File: src/rtl/rsa_pkg.sv
// rsa_pkg: register map, control/status bit positions and FSM encoding shared by the RSA initiator and responder.
package rsa_pkg;
  localparam logic [31:0] OFF_MSG    = 32'h00;
  localparam logic [31:0] OFF_EXP    = 32'h04;
  localparam logic [31:0] OFF_MOD    = 32'h08;
  localparam logic [31:0] OFF_CTRL   = 32'h0C;
  localparam logic [31:0] OFF_STAT   = 32'h10;
  localparam logic [31:0] OFF_RESULT = 32'h14;
  localparam int CTRL_START_BIT = 0;
  localparam int STAT_DONE_BIT  = 0;
  localparam logic [3:0] S_IDLE     = 4'd0;
  localparam logic [3:0] S_WR_MSG   = 4'd1;
  localparam logic [3:0] S_WR_EXP   = 4'd2;
  localparam logic [3:0] S_WR_MOD   = 4'd3;
  localparam logic [3:0] S_WR_START = 4'd4;
  localparam logic [3:0] S_RD_STAT  = 4'd5;
  localparam logic [3:0] S_RD_RES   = 4'd6;
  localparam logic [3:0] S_RESP     = 4'd7;
  localparam logic [3:0] S_ERR      = 4'd8;
  function automatic logic [31:0] state_off(input logic [3:0] s);
    return s == S_WR_MSG   ? OFF_MSG  :
           s == S_WR_EXP   ? OFF_EXP  :
           s == S_WR_MOD   ? OFF_MOD  :
           s == S_WR_START ? OFF_CTRL :
           s == S_RD_STAT  ? OFF_STAT : OFF_RESULT;
  endfunction
endpackage

File: src/rtl/wb_rsa_initiator_if.sv
// wb_rsa_initiator_if: Wishbone classic bus between the RSA initiator (master) and responder (slave).
interface wb_rsa_initiator_if #(parameter int WIDTH = 32);
  logic [31:0]      adr_o;
  logic [WIDTH-1:0] dat_o;
  logic [WIDTH-1:0] dat_i;
  logic             we_o;
  logic [3:0]       sel_o;
  logic             cyc_o;
  logic             stb_o;
  logic             ack_i;
  modport master(output adr_o, dat_o, we_o, sel_o, cyc_o, stb_o, input dat_i, ack_i);
  modport slave(input adr_o, dat_o, we_o, sel_o, cyc_o, stb_o, output dat_i, ack_i);
endinterface

File: src/rtl/wb_xfer.sv
// wb_xfer: one Wishbone transfer at a time; adr/dat/we frozen at start, abandoned after ACK_TIMEOUT unacked cycles.
module wb_xfer #(
  parameter int WIDTH       = 32,
  parameter int ACK_TIMEOUT = 256
) (
  input  logic             clk,
  input  logic             rst,
  input  logic             start_i,
  input  logic             we_i,
  input  logic [31:0]      adr_i,
  input  logic [WIDTH-1:0] dat_i,
  output logic             busy_o,
  output logic             done_o,
  output logic             tout_o,
  wb_rsa_initiator_if.master wb
);
  localparam int CW = $clog2(ACK_TIMEOUT + 1);
  logic             busy_q;
  logic             we_q;
  logic [31:0]      adr_q;
  logic [WIDTH-1:0] dat_q;
  logic [CW-1:0]    cnt_q;
  assign busy_o    = busy_q;
  assign done_o    = busy_q && wb.ack_i;
  assign tout_o    = busy_q && !wb.ack_i && cnt_q == CW'(ACK_TIMEOUT - 1);
  assign wb.cyc_o  = busy_q;
  assign wb.stb_o  = busy_q;
  assign wb.adr_o  = adr_q;
  assign wb.dat_o  = dat_q;
  assign wb.we_o   = we_q;
  assign wb.sel_o  = 4'hF;
  always_ff @(posedge clk or posedge rst)
    if (rst) begin
      busy_q <= 1'b0;
      we_q   <= 1'b0;
      adr_q  <= '0;
      dat_q  <= '0;
      cnt_q  <= '0;
    end else if (start_i && !busy_q) begin
      busy_q <= 1'b1;
      we_q   <= we_i;
      adr_q  <= adr_i;
      dat_q  <= dat_i;
      cnt_q  <= '0;
    end else if (done_o || tout_o) begin
      busy_q <= 1'b0;
      cnt_q  <= '0;
    end else if (busy_q)
      cnt_q <= cnt_q + CW'(1);
endmodule

File: src/rtl/wb_rsa_initiator.sv
// wb_rsa_initiator: runs one modular-exponentiation job on a Wishbone RSA responder:
// write operands, start, poll status, read result, then hand the result (or an error) downstream.
module wb_rsa_initiator
  import rsa_pkg::*;
#(
  parameter int          WIDTH       = 32,
  parameter logic [31:0] BASE_ADDR   = 32'h0000_4000,
  parameter int          ACK_TIMEOUT = 256,
  parameter int          MAX_POLLS   = 4096
) (
  input  logic             clk,
  input  logic             rst,
  input  logic             job_valid,
  output logic             job_ready,
  input  logic [WIDTH-1:0] job_msg,
  input  logic [WIDTH-1:0] job_exp,
  input  logic [WIDTH-1:0] job_mod,
  output logic             res_valid,
  input  logic             res_ready,
  output logic [WIDTH-1:0] res_data,
  output logic             res_err,
  wb_rsa_initiator_if.master wb
);
  localparam int PW = $clog2(MAX_POLLS + 1);
  logic [3:0]       state_q, state_d;
  logic [WIDTH-1:0] msg_q, msg_d, exp_q, exp_d, mod_q, mod_d, res_q, res_d;
  logic [PW-1:0]    poll_q, poll_d;
  logic             bus, busy, done, tout, stat_done, poll_fail;
  logic [WIDTH-1:0] wdat;
  assign bus       = state_q >= S_WR_MSG && state_q <= S_RD_RES;
  assign job_ready = state_q == S_IDLE;
  assign res_valid = state_q == S_RESP || state_q == S_ERR;
  assign res_err   = state_q == S_ERR;
  assign res_data  = res_q;
  assign stat_done = wb.dat_i[STAT_DONE_BIT];
  assign poll_fail = state_q == S_RD_STAT && done && !stat_done && poll_q == PW'(MAX_POLLS - 1);
  assign wdat = state_q == S_WR_MSG   ? msg_q :
                state_q == S_WR_EXP   ? exp_q :
                state_q == S_WR_MOD   ? mod_q :
                state_q == S_WR_START ? WIDTH'(1 << CTRL_START_BIT) : '0;
  // The engine is idle for exactly one cycle after each ack, which yields the mandatory bus gap.
  wb_xfer #(.WIDTH(WIDTH), .ACK_TIMEOUT(ACK_TIMEOUT)) u_xfer (
    .clk(clk), .rst(rst),
    .start_i(bus && !busy), .we_i(state_q <= S_WR_START),
    .adr_i(BASE_ADDR + state_off(state_q)), .dat_i(wdat),
    .busy_o(busy), .done_o(done), .tout_o(tout),
    .wb(wb)
  );
  always_comb begin
    state_d = state_q;
    msg_d   = msg_q;
    exp_d   = exp_q;
    mod_d   = mod_q;
    res_d   = res_q;
    poll_d  = poll_q;
    if (state_q == S_IDLE && job_valid) begin
      {msg_d, exp_d, mod_d} = {job_msg, job_exp, job_mod};
      poll_d  = '0;
      state_d = S_WR_MSG;
    end else if (tout || poll_fail) begin
      res_d   = '0;
      state_d = S_ERR;
    end else if (done) begin
      poll_d  = state_q == S_RD_STAT ? poll_q + PW'(1) : poll_q;
      res_d   = state_q == S_RD_RES ? wb.dat_i : res_q;
      state_d = state_q == S_RD_STAT ? (stat_done ? S_RD_RES : S_RD_STAT) :
                state_q == S_RD_RES  ? S_RESP : state_q + 4'd1;
    end else if (res_valid && res_ready)
      state_d = S_IDLE;
  end
  always_ff @(posedge clk or posedge rst)
    if (rst) begin
      state_q <= S_IDLE;
      msg_q   <= '0;
      exp_q   <= '0;
      mod_q   <= '0;
      res_q   <= '0;
      poll_q  <= '0;
    end else begin
      state_q <= state_d;
      msg_q   <= msg_d;
      exp_q   <= exp_d;
      mod_q   <= mod_d;
      res_q   <= res_d;
      poll_q  <= poll_d;
    end
endmodule

File: src/flat_wrapper.sv
// flat-port wrapper written by rule: the top's interface ports become plain ports
module wb_rsa_initiator_flat import rsa_pkg::*;
#(
  parameter int          WIDTH       = 32,
  parameter logic [31:0] BASE_ADDR   = 32'h0000_4000,
  parameter int          ACK_TIMEOUT = 256,
  parameter int          MAX_POLLS   = 4096
)
  (clk, rst, job_valid, job_ready, job_msg, job_exp, job_mod, res_valid, res_ready, res_data, res_err, wb_adr_o, wb_dat_o, wb_we_o, wb_sel_o, wb_cyc_o, wb_stb_o, wb_dat_i, wb_ack_i);
  wb_rsa_initiator_if #(.WIDTH(WIDTH)) wb_i ();
  input  logic clk;
  input  logic rst;
  input  logic job_valid;
  output logic job_ready;
  input  logic [WIDTH-1:0] job_msg;
  input  logic [WIDTH-1:0] job_exp;
  input  logic [WIDTH-1:0] job_mod;
  output logic res_valid;
  input  logic res_ready;
  output logic [WIDTH-1:0] res_data;
  output logic res_err;
  output wire logic [$bits(wb_i.adr_o)-1:0] wb_adr_o;
  output wire logic [$bits(wb_i.dat_o)-1:0] wb_dat_o;
  output wire logic [$bits(wb_i.we_o)-1:0] wb_we_o;
  output wire logic [$bits(wb_i.sel_o)-1:0] wb_sel_o;
  output wire logic [$bits(wb_i.cyc_o)-1:0] wb_cyc_o;
  output wire logic [$bits(wb_i.stb_o)-1:0] wb_stb_o;
  input wire logic [$bits(wb_i.dat_i)-1:0] wb_dat_i;
  input wire logic [$bits(wb_i.ack_i)-1:0] wb_ack_i;
  assign wb_adr_o = wb_i.adr_o;
  assign wb_dat_o = wb_i.dat_o;
  assign wb_we_o = wb_i.we_o;
  assign wb_sel_o = wb_i.sel_o;
  assign wb_cyc_o = wb_i.cyc_o;
  assign wb_stb_o = wb_i.stb_o;
  assign wb_i.dat_i = wb_dat_i;
  assign wb_i.ack_i = wb_ack_i;
  wb_rsa_initiator #(.WIDTH(WIDTH), .BASE_ADDR(BASE_ADDR), .ACK_TIMEOUT(ACK_TIMEOUT), .MAX_POLLS(MAX_POLLS)) u_core (.clk(clk), .rst(rst), .job_valid(job_valid), .job_ready(job_ready), .job_msg(job_msg), .job_exp(job_exp), .job_mod(job_mod), .res_valid(res_valid), .res_ready(res_ready), .res_data(res_data), .res_err(res_err), .wb(wb_i));
endmodule
File: config.mk
export PLATFORM = sky130hd
export DESIGN_NAME = wb_rsa_initiator_flat
export DESIGN_NICKNAME = d
export VERILOG_FILES = /design/src/rtl/rsa_pkg.sv /design/src/rtl/wb_rsa_initiator_if.sv /design/src/rtl/wb_xfer.sv /design/src/rtl/wb_rsa_initiator.sv /design/src/flat_wrapper.sv
export SDC_FILE = /design/constraint.sdc
export NUM_CORES = 1
export LEC_CHECK = 0
export ABC_AREA = 1
export CAP_MARGIN = 20
export CORE_UTILIZATION = 45
export DETAILED_ROUTE_END_ITERATION = 8
export PLACE_DENSITY = 0.75
export SLEW_MARGIN = 0
export SYNTH_ARGS = -nofsm -noshare
export SYNTH_HDL_FRONTEND = slang
export SYNTH_SLANG_ARGS = --single-unit
File: constraint.sdc
create_clock -name clk -period 8.63 [get_ports clk]
set_input_delay 1.726 -clock clk [delete_from_list [all_inputs] [get_ports clk]]
set_output_delay 1.726 -clock clk [all_outputs]
set_load 0.02 [all_outputs]
Word level (Yosys, flattened, before mapping)
Index checks and enable logic that the tools add are counted.
{"block": "classes", "addsub": 4, "n_mul": 0, "div": 0, "order_cmp": 3, "n_eq_ne": 11, "n_shift": 0, "mux": 28, "bitwise": 1, "reduce_logical": 27}
{"operator": "two-way mux 32 bit", "count": 10}
{"operator": "two-way mux 13 bit", "count": 4}
{"operator": "adder 15 x 32 -> 32 bit, first input constant", "count": 1}
{"operator": "two-way mux 9 bit", "count": 3}
{"operator": "two-way mux 4 bit", "count": 6}
{"operator": "equality test 4 x 3 -> 1 bit, second input constant", "count": 4}
{"operator": "adder 13 x 1 -> 13 bit, second input constant", "count": 1}
{"operator": "equality test 13 x 12 -> 1 bit, second input constant", "count": 1}
{"operator": "logical AND 1 bit", "count": 11}
{"operator": "nonzero test 2 bit", "count": 5}
{"operator": "adder 9 x 1 -> 9 bit, second input constant", "count": 1}
{"operator": "equality test 9 x 8 -> 1 bit, second input constant", "count": 1}
{"operator": "equality test 4 x 2 -> 1 bit, second input constant", "count": 2}
{"operator": "<= comparator 4 x 3 -> 1 bit, second input constant", "count": 2}
{"operator": "AND reduction 3 bit", "count": 2}
{"operator": "adder 4 x 1 -> 4 bit, second input constant", "count": 1}
{"operator": "equality test 4 x 1 -> 1 bit, second input constant", "count": 1}
{"operator": "equality test 4 bit, second input constant", "count": 1}
{"operator": ">= comparator 4 x 1 -> 1 bit, second input constant", "count": 1}
{"operator": "zero test 4 bit", "count": 1}
{"operator": "nonzero test 4 bit", "count": 1}
{"operator": "zero test 1 bit", "count": 3}
{"operator": "logical OR 1 bit", "count": 3}
{"operator": "two-way mux 1 bit", "count": 3}
{"operator": "other kinds (5)", "count": 5}
{"block": "word_totals", "register_bits": 220, "latch_bits": 0, "ram_bits": 0, "rom_bits": 0, "word_cells": 85, "mem_count": 0}

Depth between registers and ports, before layout
{"block": "depth", "word_depth": 7, "depth_mapped": 11, "depth_no_buf": 11}

Cells and area by module
Synthesis repeated with hierarchy kept, for this count alone.
{"block": "unflattened", "cells_unflattened": 1259, "hier_area_um2": 10078.4}
{"module": "wb_rsa_initiator", "n_inst": 1, "cells_each": 906, "area_each_um2": 6971.7, "seq_area_each_um2": 3628.5}
{"module": "wb_xfer", "n_inst": 1, "cells_each": 353, "area_each_um2": 3106.7, "seq_area_each_um2": 1876.8}

Worst setup path after synthesis
No wires, ideal clock.
{"block": "synth_timing", "path_type": "register to output", "start": "register u_core.state_q[0]", "end": "output port job_ready", "arrival_ns": 1.052, "required_time_ns": 6.904, "slack_ns": 5.852, "path_stages_with_launch": 5, "cell_sequence": "dfrtp_1 > inv_1 > ha_1 > nand2_1 > nor2_1"}
{"block": "synth_via", "elab_chain_cells": 1}
{"item": "start: declaration", "line": "wb_rsa_initiator.sv:25", "rtl": "logic [3:0] state_q, state_d;"}
{"item": "start signal: assignment", "line": "wb_rsa_initiator.sv:80", "rtl": "state_q <= state_d;"}
{"item": "zero test 4 bit", "line": "wb_rsa_initiator.sv:31", "rtl": "assign job_ready = state_q == S_IDLE;"}
{"item": "end: declaration", "line": "flat_wrapper.sv:14", "rtl": "output logic job_ready;"}
No other way between the ends.

Worst setup path in the final report
{"block": "layout_timing", "start": "input port job_valid", "end": "register u_core.res_q[18] (netlist: u_core.res_data[18])"}
{"block": "layout_via", "elab_chain_cells": 3}
{"item": "start: declaration", "line": "flat_wrapper.sv:13", "rtl": "input logic job_valid;"}
{"item": "logical AND 1 bit", "line": "wb_rsa_initiator.sv:56", "rtl": "if (state_q == S_IDLE && job_valid) begin"}
{"item": "inverter 1 bit (no source line)"}
{"item": "AND reduction 3 bit (no source line)"}
{"item": "end signal: assignment", "line": "wb_rsa_initiator.sv:84", "rtl": "res_q <= res_d;"}
{"item": "end: declaration", "line": "wb_rsa_initiator.sv:26", "rtl": "logic [WIDTH-1:0] msg_q, msg_d, exp_q, exp_d, mod_q, mod_d, res_q, res_d;"}
No other way between the ends.
A chain may end at the register's enable or synchronous reset.

==> flow_metrics.tcl <==
set metrics [dict create \
    status "complete, no violations" \
    setup_tns_ns 0 \
    critPathRequiredTime_ns 8.99 \
    hold_viol 0 \
    drcViolationCount 0 \
    vdd.ir_drop.worst_v 0.000145 \
    grt_pass1_vias 7797 \
    cts_buffer_depth 2 \
    tightest_slew_ns 1.03 \
    antenna_found_initial 0 \
    die_w_um 145 \
    initial_core_util 0.466 \
    final_cell_mix "nand2_1 (540), clkdlybuf4s50_1 (206), dfrtp_1 (192)" \
    ctsHoldBuffers 0 \
    rows 51 \
    cp_max_fo 90 \
    cp_common_cell "nand2_1" \
    synth_seq_cells 192 \
    yosysWarnings 0 \
    n_antenna_cell 0 \
    final_common_cell "nand2_1" \
    synthAdderAreaFrac 0.0109 \
    finalMaxSlewViolations 0 \
    fin_crit_ns 4.13 \
    nNetsFinal 1471 \
    globalplace.congestion 0.859 \
    rsz0062_at_grt "no" \
    drt-total-wl_um 24100 \
    power.density_mw_per_mm2 330 \
    grt_max_degree 113 \
    crit_chain "clkdlybuf4s50_1 -> nand2_4 -> buf_4 -> nand2_1 -> inv_1 -> nand4_1 -> nand2_1" \
    core-area_mm2 0.0197 \
    min_to "u_core.msg_q[13]" \
    syn-cell-area_mm2 0.00919 \
    start_kind "input pin" \
    synthSimpleGateAreaFrac 0.349 \
    critPathSlowestCell "inv_1" \
    reg2reg_to "u_core.res_data[18]" \
    max_cap_viol_count 0 \
    die_h_um 145 \
    grt_overflow 0 \
    rr_startpoint "u_core.state_q[1]" \
    p_leak_nw 5.98 \
    vias 8147 \
    cts_setup_buffers 0 \
    min_path_cells 2 \
    hold_ws_ns 0.479 \
    synthMuxAreaShare 0 \
    grt_pass1_wl_um 39100 \
    area_growth_pct 28.9 \
    reg2reg_slack_ns 5.32 \
    clock_latency_ns 0.43 \
    cts.sinks 192 \
    postRouteAntennaNets 0 \
    synth_top_family_by_area "simple AND/OR/NAND/NOR gates" \
    cts_tree "built" \
    ys_seq_area_frac 0.523 \
    synthXorXnorAreaFrac 0.00953 \
    clock_skew_ns 0.0102 \
    io_buffer_count 206 \
    ios 239 \
    synth_cell_types 33 \
    grt_usage 0.240 \
    worstPathArrival_ns 4.49 \
    min_from "u_core.msg_q[13]" \
    hold_class "reg -> reg" \
    drt_pass1_iterations 5 \
    synth.avg_cell_area_um2 7.90 \
    period_share 0.479 \
    clockRootBuffer "clkbuf_16" \
    endpoint_kind "flip-flop" \
    postSynthCellCount 1163 \
    synth_compound_area_frac 0.0230 \
    wire_per_inst_um 15.0 \
    dp.final_hpwl_um 15600 \
    cts_made_buffers 17 \
    setup_viol 0 \
    clkTransAtPathRegs_ns 0.07 \
    cts_max_level 4 \
    crit_type "in -> reg" \
    drt_iter0_markers 618 \
    fmax_mhz 242 \
    post_cts.resized_instances 0 \
    relSlewSlack 0.314 \
    ff2ff_path_depth 10 \
    die-area_mm2 0.0210 \
    critPathMaxStageDelay_ns 0.79 \
    drive_gt1_frac 0.0440 \
    vias_per_cell 5.07 \
]
per-stage QoR:
step                      cell area [µm²]  power [mW]  cells  worst slack [ns]   util
final                               11800        3.90   1606              4.50  0.601
after global placement              11200        3.08   1575              4.19  0.570
after global routing                11800        4.18   1606              4.27  0.601
after floorplan                      9300        2.49   1193              1.68      -
after CTS                           11800        3.93   1605              4.52  0.599
after detailed placement            11200        3.12   1575              4.10  0.570
cells by family (layout without fill, tap and decap cells):
group,Yosys count,count (layout)
other,2,32
AO/OA/AOI/OAI,39,39
AND/OR/NAND/NOR,761,761
XOR/XNOR,10,10
flip-flops,192,192
adder cells (fa/ha/maj),8,8
buffers and inverters,151,299
cell type report:
| type | count | area [µm²] |
|---|---|---|
| clock inverter | 10 | 138 |
| fill | 1721 | 7880 |
| inverter | 52 | 204 |
| multi-input combinational | 850 | 3750 |
| sequential | 192 | 4800 |
| tap | 265 | 332 |
| timing repair buffer | 217 | 2160 |
| clock buffer | 20 | 447 |
cells in the mapped netlist, drive strengths merged:
library cell	number	share of area
a21oi	3	0.0016
a31oi	1	0.00068
buf	83	0.056
clkbuf	16	0.0065
clkinv	1	0.00041
conb	2	0.00082
dfrtp	192	0.52
ha	8	0.011
inv	51	0.021
nand2	543	0.22
nand3	117	0.065
nand4	60	0.041
nor2	36	0.017
nor3	3	0.0022
o211ai	1	0.00082
o21a	1	0.00082
o21ai	28	0.015
o21bai	3	0.0025
o22ai	2	0.0014
or2	1	0.00068
or4	1	0.00082
xnor2	1	0.00095
xor2	9	0.0086
routing by layer:
| metal | track usage | routed length, µm | vias to the layer above |
|---|---|---|---|
| li1 | - | - | 3964 |
| met1 | 0.320 | 10700 | 3836 |
| met2 | 0.388 | 11100 | 315 |
| met3 | 0.0497 | 1870 | 32 |
| met4 | 0.0803 | 465 | 0 |
| met5 | 0 | 0 | - |
power breakdown:
| group | leakage [nW] | internal [mW] | switching, mW |
|---|---|---|---|
| Sequential | 2.48 | 1.26 | 0.219 |
| Clock | 0.282 | 0.460 | 0.336 |
| Combinational | 3.21 | 0.595 | 1.04 |
how the worst max path moves through the flow:
stage          startpoint                   to  slack [ns]  cells past startpoint
3_3_place_gp    job_valid  u_core.res_data[18]        4.19                      7
4_1_cts         job_valid  u_core.res_data[18]        4.52                      7
5_1_grt         job_valid  u_core.res_data[18]        4.27                      7
2_1_floorplan         rst      u_core.exp_q[0]        1.68                      1
6_report        job_valid  u_core.res_data[18]        4.50                      7
3_5_place_dp    job_valid  u_core.res_data[18]        4.10                      7
sequential cells by signal, summed over array words and instances, names as in the netlist:
name,count
u_core.state_q,4
u_core.u_xfer.wb.adr_o,4
u_core.res_data,32
u_core.u_xfer.wb.dat_o,32
u_core.u_xfer.wb.we_o,1
u_core.poll_q,13
u_core.u_xfer.cnt_q,9
u_core.mod_q,32
u_core.msg_q,32
u_core.u_xfer.busy_o,1
u_core.exp_q,32
critical path, delay by kind of cell:
kind	cells	cell delay (ns)
buffers and inverters	3	2.02
AND/OR/NAND/NOR	4	0.72
(Power assumes the default switching activity.)
